==> src/rtl/store_axi_bridge.sv <==
// store_axi_bridge: buffers merged 32-bit stores and issues each as a single-beat AW/W write,
// tracking B responses. Define STORE_AXI_BRIDGE_ERR_CAPTURE_EN to record the first errored address.
module store_axi_bridge #(
    parameter int FIFO_DEPTH      = 4,
    parameter int MAX_OUTSTANDING = 4
) (
    input  logic        clk,
    input  logic        rst_n,
    input  logic        in_valid,
    input  logic [31:0] in_addr,
    input  logic [31:0] in_wdata,
    input  logic [3:0]  in_wstrb,
    output logic        in_ready,
    output logic        awvalid,
    output logic [31:0] awaddr,
    input  logic        awready,
    output logic        wvalid,
    output logic [31:0] wdata,
    output logic [3:0]  wstrb,
    input  logic        wready,
    input  logic        bvalid,
    input  logic [1:0]  bresp,
    output logic        bready,
    output logic        idle,
    output logic        err_pulse,
    input  logic        err_clr,
    output logic [31:0] err_addr
);
    localparam int PW = $clog2(FIFO_DEPTH);
    localparam int CW = $clog2(FIFO_DEPTH + 1);
    localparam int OW = $clog2(MAX_OUTSTANDING + 1);
    localparam logic [CW-1:0] DEPTH_C   = CW'(FIFO_DEPTH);
    localparam logic [OW-1:0] MAX_OUT_C = OW'(MAX_OUTSTANDING);

    typedef struct packed {
        logic [31:0] addr;
        logic [31:0] data;
        logic [3:0]  strb;
    } entry_t;
    localparam entry_t ENTRY_ZERO = '{addr: 32'h0, data: 32'h0, strb: 4'h0};

    entry_t          mem_q [FIFO_DEPTH];
    entry_t          mem_d [FIFO_DEPTH];
    logic [PW-1:0]   wr_ptr_q, wr_ptr_d, rd_ptr_q, rd_ptr_d;
    logic [CW-1:0]   count_q, count_d;
    logic [OW-1:0]   out_q, out_d;
    logic            aw_done_q, aw_done_d, w_done_q, w_done_d;
    logic            err_pulse_q, err_pulse_d;
    logic            eligible_s, aw_fire_s, w_fire_s, push_s, pop_s, b_dec_s, b_err_s;

    assign in_ready  = (count_q != DEPTH_C);
    assign awvalid   = eligible_s && !aw_done_q;
    assign wvalid    = eligible_s && !w_done_q;
    assign awaddr    = mem_q[rd_ptr_q].addr;
    assign wdata     = mem_q[rd_ptr_q].data;
    assign wstrb     = mem_q[rd_ptr_q].strb;
    assign bready    = 1'b1;
    assign err_pulse = err_pulse_q;
    assign idle      = (count_q == {CW{1'b0}}) && (out_q == {OW{1'b0}}) && !aw_done_q && !w_done_q;

    // Next-state for store FIFO, channel handshake flags and outstanding-write count
    always_comb begin
        eligible_s = (count_q != {CW{1'b0}}) && (out_q < MAX_OUT_C);
        aw_fire_s  = eligible_s && !aw_done_q && awready;
        w_fire_s   = eligible_s && !w_done_q && wready;
        // The head retires once both channels have been accepted, in either order
        pop_s      = eligible_s && (aw_fire_s || aw_done_q) && (w_fire_s || w_done_q);
        push_s     = in_valid && (count_q != DEPTH_C);
        b_dec_s    = bvalid && (out_q != {OW{1'b0}});
        b_err_s    = bvalid && (bresp != 2'b00);

        mem_d = mem_q;
        if (push_s) begin
            mem_d[wr_ptr_q] = '{addr: in_addr, data: in_wdata, strb: in_wstrb};
            wr_ptr_d        = wr_ptr_q + PW'(1);
        end else begin
            wr_ptr_d = wr_ptr_q;
        end

        if (pop_s) begin
            rd_ptr_d  = rd_ptr_q + PW'(1);
            aw_done_d = 1'b0;
            w_done_d  = 1'b0;
        end else begin
            rd_ptr_d  = rd_ptr_q;
            aw_done_d = aw_done_q || aw_fire_s;
            w_done_d  = w_done_q || w_fire_s;
        end

        case ({push_s, pop_s})
            2'b10:   count_d = count_q + CW'(1);
            2'b01:   count_d = count_q - CW'(1);
            default: count_d = count_q;
        endcase

        case ({pop_s, b_dec_s})
            2'b10:   out_d = out_q + OW'(1);
            2'b01:   out_d = out_q - OW'(1);
            default: out_d = out_q;
        endcase

        err_pulse_d = b_err_s;
    end

    // Core state registers
    always_ff @(posedge clk or negedge rst_n) begin
        if (!rst_n) begin
            for (int i = 0; i < FIFO_DEPTH; i++) begin
                mem_q[i] <= ENTRY_ZERO;
            end
            wr_ptr_q    <= {PW{1'b0}};
            rd_ptr_q    <= {PW{1'b0}};
            count_q     <= {CW{1'b0}};
            out_q       <= {OW{1'b0}};
            aw_done_q   <= 1'b0;
            w_done_q    <= 1'b0;
            err_pulse_q <= 1'b0;
        end else begin
            mem_q       <= mem_d;
            wr_ptr_q    <= wr_ptr_d;
            rd_ptr_q    <= rd_ptr_d;
            count_q     <= count_d;
            out_q       <= out_d;
            aw_done_q   <= aw_done_d;
            w_done_q    <= w_done_d;
            err_pulse_q <= err_pulse_d;
        end
    end

`ifdef STORE_AXI_BRIDGE_ERR_CAPTURE_EN
    localparam int AIW = (MAX_OUTSTANDING > 1) ? $clog2(MAX_OUTSTANDING) : 1;
    localparam logic [AIW-1:0] AF_LAST_C = AIW'(MAX_OUTSTANDING - 1);

    logic [31:0]    af_q [MAX_OUTSTANDING];
    logic [31:0]    af_d [MAX_OUTSTANDING];
    logic [AIW-1:0] af_wr_q, af_wr_d, af_rd_q, af_rd_d;
    logic [31:0]    err_addr_q, err_addr_d, match_s;
    logic           err_held_q, err_held_d;

    assign err_addr = err_addr_q;

    // In-flight address tracking mirrors the outstanding count; B retires the oldest entry
    always_comb begin
        af_d = af_q;
        if (pop_s) begin
            af_d[af_wr_q] = mem_q[rd_ptr_q].addr;
            af_wr_d       = (af_wr_q == AF_LAST_C) ? {AIW{1'b0}} : af_wr_q + AIW'(1);
        end else begin
            af_wr_d = af_wr_q;
        end

        // An underflowing B has no tracked address, so it reports 0
        if (b_dec_s) begin
            match_s = af_q[af_rd_q];
            af_rd_d = (af_rd_q == AF_LAST_C) ? {AIW{1'b0}} : af_rd_q + AIW'(1);
        end else begin
            match_s = 32'h0;
            af_rd_d = af_rd_q;
        end

        if (b_err_s && (!err_held_q || err_clr)) begin
            err_addr_d = match_s;
            err_held_d = 1'b1;
        end else if (err_clr) begin
            err_addr_d = 32'h0;
            err_held_d = 1'b0;
        end else begin
            err_addr_d = err_addr_q;
            err_held_d = err_held_q;
        end
    end

    // Error-capture registers
    always_ff @(posedge clk or negedge rst_n) begin
        if (!rst_n) begin
            for (int i = 0; i < MAX_OUTSTANDING; i++) begin
                af_q[i] <= 32'h0;
            end
            af_wr_q    <= {AIW{1'b0}};
            af_rd_q    <= {AIW{1'b0}};
            err_addr_q <= 32'h0;
            err_held_q <= 1'b0;
        end else begin
            af_q       <= af_d;
            af_wr_q    <= af_wr_d;
            af_rd_q    <= af_rd_d;
            err_addr_q <= err_addr_d;
            err_held_q <= err_held_d;
        end
    end
`else
    logic unused_s;

    assign unused_s = err_clr;
    assign err_addr = 32'h0;
`endif

endmodule
==> config.mk <==
export PLATFORM = sky130hd
export DESIGN_NAME = store_axi_bridge
export DESIGN_NICKNAME = d
export VERILOG_FILES = /design/src/rtl/store_axi_bridge.sv
export SDC_FILE = /design/constraint.sdc
export NUM_CORES = 1
export LEC_CHECK = 0
export CAP_MARGIN = 25
export CELL_PAD_IN_SITES_DETAIL_PLACEMENT = 1
export CELL_PAD_IN_SITES_GLOBAL_PLACEMENT = 2
export CORE_ASPECT_RATIO = 0.75
export CORE_MARGIN = 3
export CORE_UTILIZATION = 40
export DETAILED_ROUTE_END_ITERATION = 7
export PLACE_DENSITY_LB_ADDON = 0.1
export SLEW_MARGIN = 20
export SYNTH_ARGS = -nofsm -noshare
export SYNTH_HDL_FRONTEND = slang
export SYNTH_SLANG_ARGS = --single-unit
export TNS_END_PERCENT = 30
==> constraint.sdc <==
create_clock -name clk -period 2.45 [get_ports clk]
set_input_delay 0.49 -clock clk [delete_from_list [all_inputs] [get_ports clk]]
set_output_delay 0.49 -clock clk [all_outputs]
set_load 0.02 [all_outputs]
# --- Word-level counts from Yosys, hierarchy flattened ---
# Index checks and enable logic that the tools add are counted.
op_classes:
  addsub: 6
  order_cmp: 4
  eq_ne: 5
  n_mux: 10
  bitwise: 2
  reduce_logical: 25
ops:
  columns: ["operator", "n"]
  rows:
  - ["272-bit bitwise mux", 1]
  - ["68-bit two-way mux", 3]
  - ["68-bit binary-select mux with 2-bit select", 1]
  - ["68-bit demux with 2-bit select", 1]
  - ["1-bit logical AND", 14]
  - ["3-bit one-hot mux with 2 select lines", 2]
  - ["3-bit by 1-bit adder with 3-bit output, second input constant", 2]
  - ["3-bit greater-or-equal comparator, second input constant", 2]
  - ["3-bit zero test", 2]
  - ["2-bit inverter with 3-bit output", 2]
  - ["2-bit nonzero test", 3]
  - ["3-bit nonzero test", 2]
  - ["3-bit by 1-bit subtractor with 3-bit output, second input constant", 2]
  - ["2-bit by 1-bit adder with 2-bit output, second input constant", 2]
  - ["2-bit by 1-bit == test with 1-bit output, second input constant", 2]
  - ["2-bit == test, second input constant", 2]
  - ["3-bit by 1-bit < comparator with 1-bit output, second input constant", 1]
  - ["3-bit < comparator, second input constant", 1]
  - ["3-bit inequality test, second input constant", 1]
  - ["1-bit zero test", 2]
  - ["1-bit logical OR", 2]
  - ["1-bit two-way mux", 2]
totals:
  register_bits: 285
  in_bits: 77
  out_inout_bits: 106

# --- Depth between registers and ports, before layout ---
depth:
  word_depth: 9
  ltp_mapped: 10
  depth_no_buf: 9

# --- Least setup slack after synthesis ---
# Ideal clock, no wire load.
synth_path:
  kind: "register to register"
  start: "register count_q[0]"
  end: "register out_q[2]"
  arrival_ns: 2.166
  required_time_ns: 2.371
  path_slack_ns: 0.205
  path_stages_with_launch: 9
  period_less_slack_ns: 2.245
  cell_sequence: "dfrtp_1 > nor3_1 > or3_1 > ha_1 > inv_1 > fa_1 > xor2_1 > nor2_1 > xor2_1"
synth_between:
  elab_chain_cells: 9
  elab_cells_between_ends: 14
synth_rtl:
  columns: ["element", "line", "source"]
  rows:
  - ["start: declaration", "45", "logic [CW-1:0] count_q, count_d;"]
  - ["start signal: assignment", "113", "count_q <= {CW{1'b0}};"]
  - ["start signal: assignment", "122", "count_q <= count_d;"]
  - ["3-bit nonzero test *", "63", "eligible_s = (count_q != {CW{1'b0}}) && (out_q < MAX_OUT_C);"]
  - ["1-bit logical AND *", "63", null]
  - ["1-bit logical AND (2 in a row)", "64", "aw_fire_s = eligible_s && !aw_done_q && awready;"]
  - ["1-bit logical OR", "67", "pop_s = eligible_s && (aw_fire_s || aw_done_q) && (w_fire_s || w_done_q);"]
  - ["1-bit logical AND", "67", null]
  - ["1-bit logical AND *", "67", null]
  - ["2-bit by 1-bit == test with 1-bit output or 2-bit == test (tied branches)", "96", "case ({pop_s, b_dec_s})"]
  - ["3-bit one-hot mux with 2 select lines or 2-bit nonzero test (tied branches)", null, null]
  - ["end signal: assignment", "114", "out_q <= {OW{1'b0}};"]
  - ["end signal: assignment", "123", "out_q <= out_d;"]
  - ["end: declaration", "46", "logic [OW-1:0] out_q, out_d;"]
# Mark *: on every way between the ends. The rest lies on a longest branch, timed or not.
# A chain may end at the register's enable or synchronous reset.

# --- Final worst setup path ---
layout_path:
  start: "register rd_ptr_q[0]"
  end: "output awaddr[15]"
layout_between:
  elab_chain_cells: 4
layout_rtl:
  columns: ["element", "line", "source"]
  rows:
  - ["start: declaration", "44", "logic [PW-1:0] wr_ptr_q, wr_ptr_d, rd_ptr_q, rd_ptr_d;"]
  - ["start signal: assignment", "112", "rd_ptr_q <= {PW{1'b0}};"]
  - ["start signal: assignment", "121", "rd_ptr_q <= rd_ptr_d;"]
  - ["2-bit inverter with 3-bit output (not written as such)", "54", "assign awaddr = mem_q[rd_ptr_q].addr;"]
  - ["68-bit binary-select mux with 2-bit select", "54", null]
  - ["68-bit two-way mux (2 in a row)", null, null]
  - ["end: declaration", "15", "output logic [31:0] awaddr,"]
# Every way passes these cells. The select of a mux whose other input is x is not followed.

==> flow_metrics.env <==
export IMPL_drt_iter0_markers=295
export IMPL_num_io_pins=183
export IMPL_syn_cell_area_sq_mm=0.0130
export IMPL_vdd_drop_max_v=0.000639
export IMPL_setup_violations=65
export IMPL_switching_share_pct=33.5
export IMPL_ant_nets=0
export IMPL_clock_power_share_pct=17.9
export IMPL_fin_crit_ns=2.53
export IMPL_core_sq_mm=0.0316
export IMPL_crit_required_ns=1.96
export IMPL_yosys_warnings=0
export IMPL_root_buffer="clkbuf_16"
export IMPL_seqPwrFrac_pct=33.3
export IMPL_vias_per_cell=5.05
export IMPL_synth_seq_cells=285
export IMPL_start_kind="flip-flop"
export IMPL_r2r_start="count_q[2]"
export IMPL_grt_pass1_wl_um=50000
export IMPL_outcome="complete, but fails checks"
export IMPL_syn_area_per_cell_sq_um=17.0
export IMPL_finalPower_uw=25600
export IMPL_start_util_pct=41.1
export IMPL_rsz0062_at_grt="true"
export IMPL_fin_ws_ns=-0.0842
export IMPL_placed_area_sq_mm=0.0151
export IMPL_max_freq_ghz=0.395
export IMPL_synth_seq_area_share_pct=54.9
export IMPL_dr_pass1_iters=4
export IMPL_port_buffers=148
export IMPL_die_x_um=214
export IMPL_grt_usage_pct=18.3
export IMPL_power_internal_uw=17000
export IMPL_cts_inserted_buffers=31
export IMPL_failed_checks="setup timing"
export IMPL_p_leak_uw=0.00700
export IMPL_whs_ns=0.447
export IMPL_nets=1042
export IMPL_place_hpwl_um=20600
export IMPL_wl_per_cell_um=22.3
export IMPL_die_area_sq_mm=0.0347
export IMPL_dieHeight_um=162
export IMPL_gp_congestion=0.717
export IMPL_startpoint="rd_ptr_q[0]"
export IMPL_max_slew_margin_pct=64.1
export IMPL_reg2reg_slack_ns=0.17
export IMPL_design_area_sq_mm=0.0163
export IMPL_hold_viol_final=0
export IMPL_cts_tree="built"
export IMPL_path_clk_slew_ns=0.06
export IMPL_crit_type="reg2out"
export IMPL_synthCells=763
export IMPL_drive_gt1_share_pct=54.2
export IMPL_grt_pass1_vias=8578
export IMPL_yosys_top_cells_count="dfrtp_1 (285), mux2_2 (193), mux2_4 (80)"
export IMPL_maxCapViolations=0
export IMPL_grt_ovfl_total=0
export IMPL_synth_most_common_cell="dfrtp_1"
export IMPL_finalCoreUtilization_pct=51.5
export IMPL_hold_path_class="in2async"
export IMPL_skew_ns=0.00740
export IMPL_htreeDepth=1
export IMPL_vias=7114
export IMPL_powerDensity_mw_per_mm2=1570
export IMPL_worstPathArrival_ns=2.04
export IMPL_critPathSlowestCell="mux4_2"
export IMPL_synth_distinct_cells=28
export IMPL_synth_top_area_share_pct=54.9
export IMPL_antenna_found_initial=1
export IMPL_synth_async_reset_ratio_pct=100
export IMPL_reg2regPathDepth=10
export IMPL_combPwrFrac_pct=48.8
export IMPL_rows=56
export IMPL_nFillCells=2986
export IMPL_finalCritPeriodShare_pct=103
export IMPL_wirelength_um=31400
export IMPL_worstPathMaxFanout=13
export IMPL_clkSinkCount=285
export IMPL_synthTopCellsByArea="dfrtp_1 (55%), mux2_2 (17%), mux4_2 (12%)"
export IMPL_timing_rr_end="out_q[2]"
export IMPL_clock_latency_ns=0.55
export IMPL_clock_path_buffers=3
export IMPL_critPathBufInv=3
export IMPL_synth_main_ff_cell="dfrtp_1"
export IMPL_p_switching_uw=8580
export IMPL_area_growth_pct=25.2
export IMPL_cp_top_family="multiplexers"
export IMPL_slowest_delay_ns=0.51
export IMPL_cp_end_kind="output pin"
export IMPL_grt_max_degree=58
export IMPL_crit_chain="buf_12 > buf_12 > mux4_2 > buf_2"
export IMPL_synth_top_area_cell="dfrtp_1"
export IMPL_synth_edf_count=0
export IMPL_path_common_cell="buf_12"
export IMPL_worstMarginPinSlew_ns=0.532
export IMPL_drc=0
export IMPL_drv_slew=0
export IMPL_diodes=0
[registers in the layout (all words and copies together) (netlist names)]
name and flops:
wr_ptr_q 2, mem_q 272, w_done_q 1, count_q 3, err_pulse 1, out_q 3
rd_ptr_q 2, aw_done_q 1
[power groups by stage]
stage	Clock, uW	Combinational [uW]	Sequential, uW
after floorplan	0	8350	7990
after global placement	0	12200	8280
after detailed placement	0	12500	8610
after CTS	4750	12100	8540
after global routing	4990	13300	8840
final	4590	12500	8510
[final cells by class]
cell class	count	area, sq um	share of cell area (%)
clock inverters	4	70.1	0.431
multi-input cells	417	5420	33.3
flip-flops and latches	285	7140	43.9
well taps	435	544	3.34
repair buffers	213	2140	13.2
clock buffers	46	922	5.67
inverters	9	33.8	0.208
[placed cells by master (no fill, tap or decap), drive strengths merged, types with 2 or more instances in the layout]
cell type / synthesis / final
nor3: 5 / 5
xor2: 5 / 5
and3: 4 / 4
dlygate4sd2: 0 / 2
buf: 69 / 133
mux2: 273 / 273
clkdlybuf4s50: 0 / 75
inv: 9 / 9
mux2i: 2 / 2
mux4: 68 / 68
conb: 2 / 33
nor2: 3 / 3
bufinv: 0 / 2
clkbuf: 14 / 48
xnor2: 4 / 4
dfrtp: 285 / 285
nand2: 2 / 2
ha: 6 / 6
fa: 2 / 2
nor3b: 2 / 2
clkinv: 0 / 2
[metal layers]
layer  vias to the layer above  GRT usage, %  part of all wire (%)
met1                      3844          23.8                    44
met5                         -             0                 0.041
met2                       120          32.4                    51
met3                        37          3.87                   4.0
met4                         2          3.05                   1.4
li1                       3111             -                     -
[through the flow]
step	setup TNS [ns]	worst slack, ns	instances
after floorplan	0	0.205	794
after global placement	-0.197	-0.161	1331
after detailed placement	-0.532	-0.213	1331
after CTS	-7.00	-0.254	1398
after global routing	-8.11	-0.177	1409
final	-2.78	-0.0842	1409
[kinds of logic (layout without fill, tap and decap cells)]
kind of cell | count (synthesis) | in the layout | share of synthesized area, %
buffers and inverters | 92 | 272 | 4.53
flip-flops | 285 | 285 | 54.9
XOR/XNOR | 9 | 9 | 0.606
other | 2 | 33 | 0.0578
AND/OR/NAND/NOR | 20 | 20 | 0.876
AO/OA/AOI/OAI | 4 | 4 | 0.260
adder cells (fa/ha/maj) | 8 | 8 | 0.886
multiplexers | 343 | 343 | 37.9
[repair_timing]
item                                    CTS  global route
pin swaps                                 0             1
endpoints found under the hold margin    48             0
endpoints found under the setup margin   72            68
cloned                                    0             1
hold buffers                              1             0
buffers inserted                         16            10
gates resized for setup                 314            52
[worst max path at each step]
stage	cells past startpoint	end
5_1_grt	4	awaddr[15]
2_1_floorplan	8	out_q[2]
6_report	4	awaddr[15]
3_5_place_dp	10	count_q[2]
3_3_place_gp	10	count_q[2]
4_1_cts	4	wdata[12]
Power figures use the tool's default switching activity.
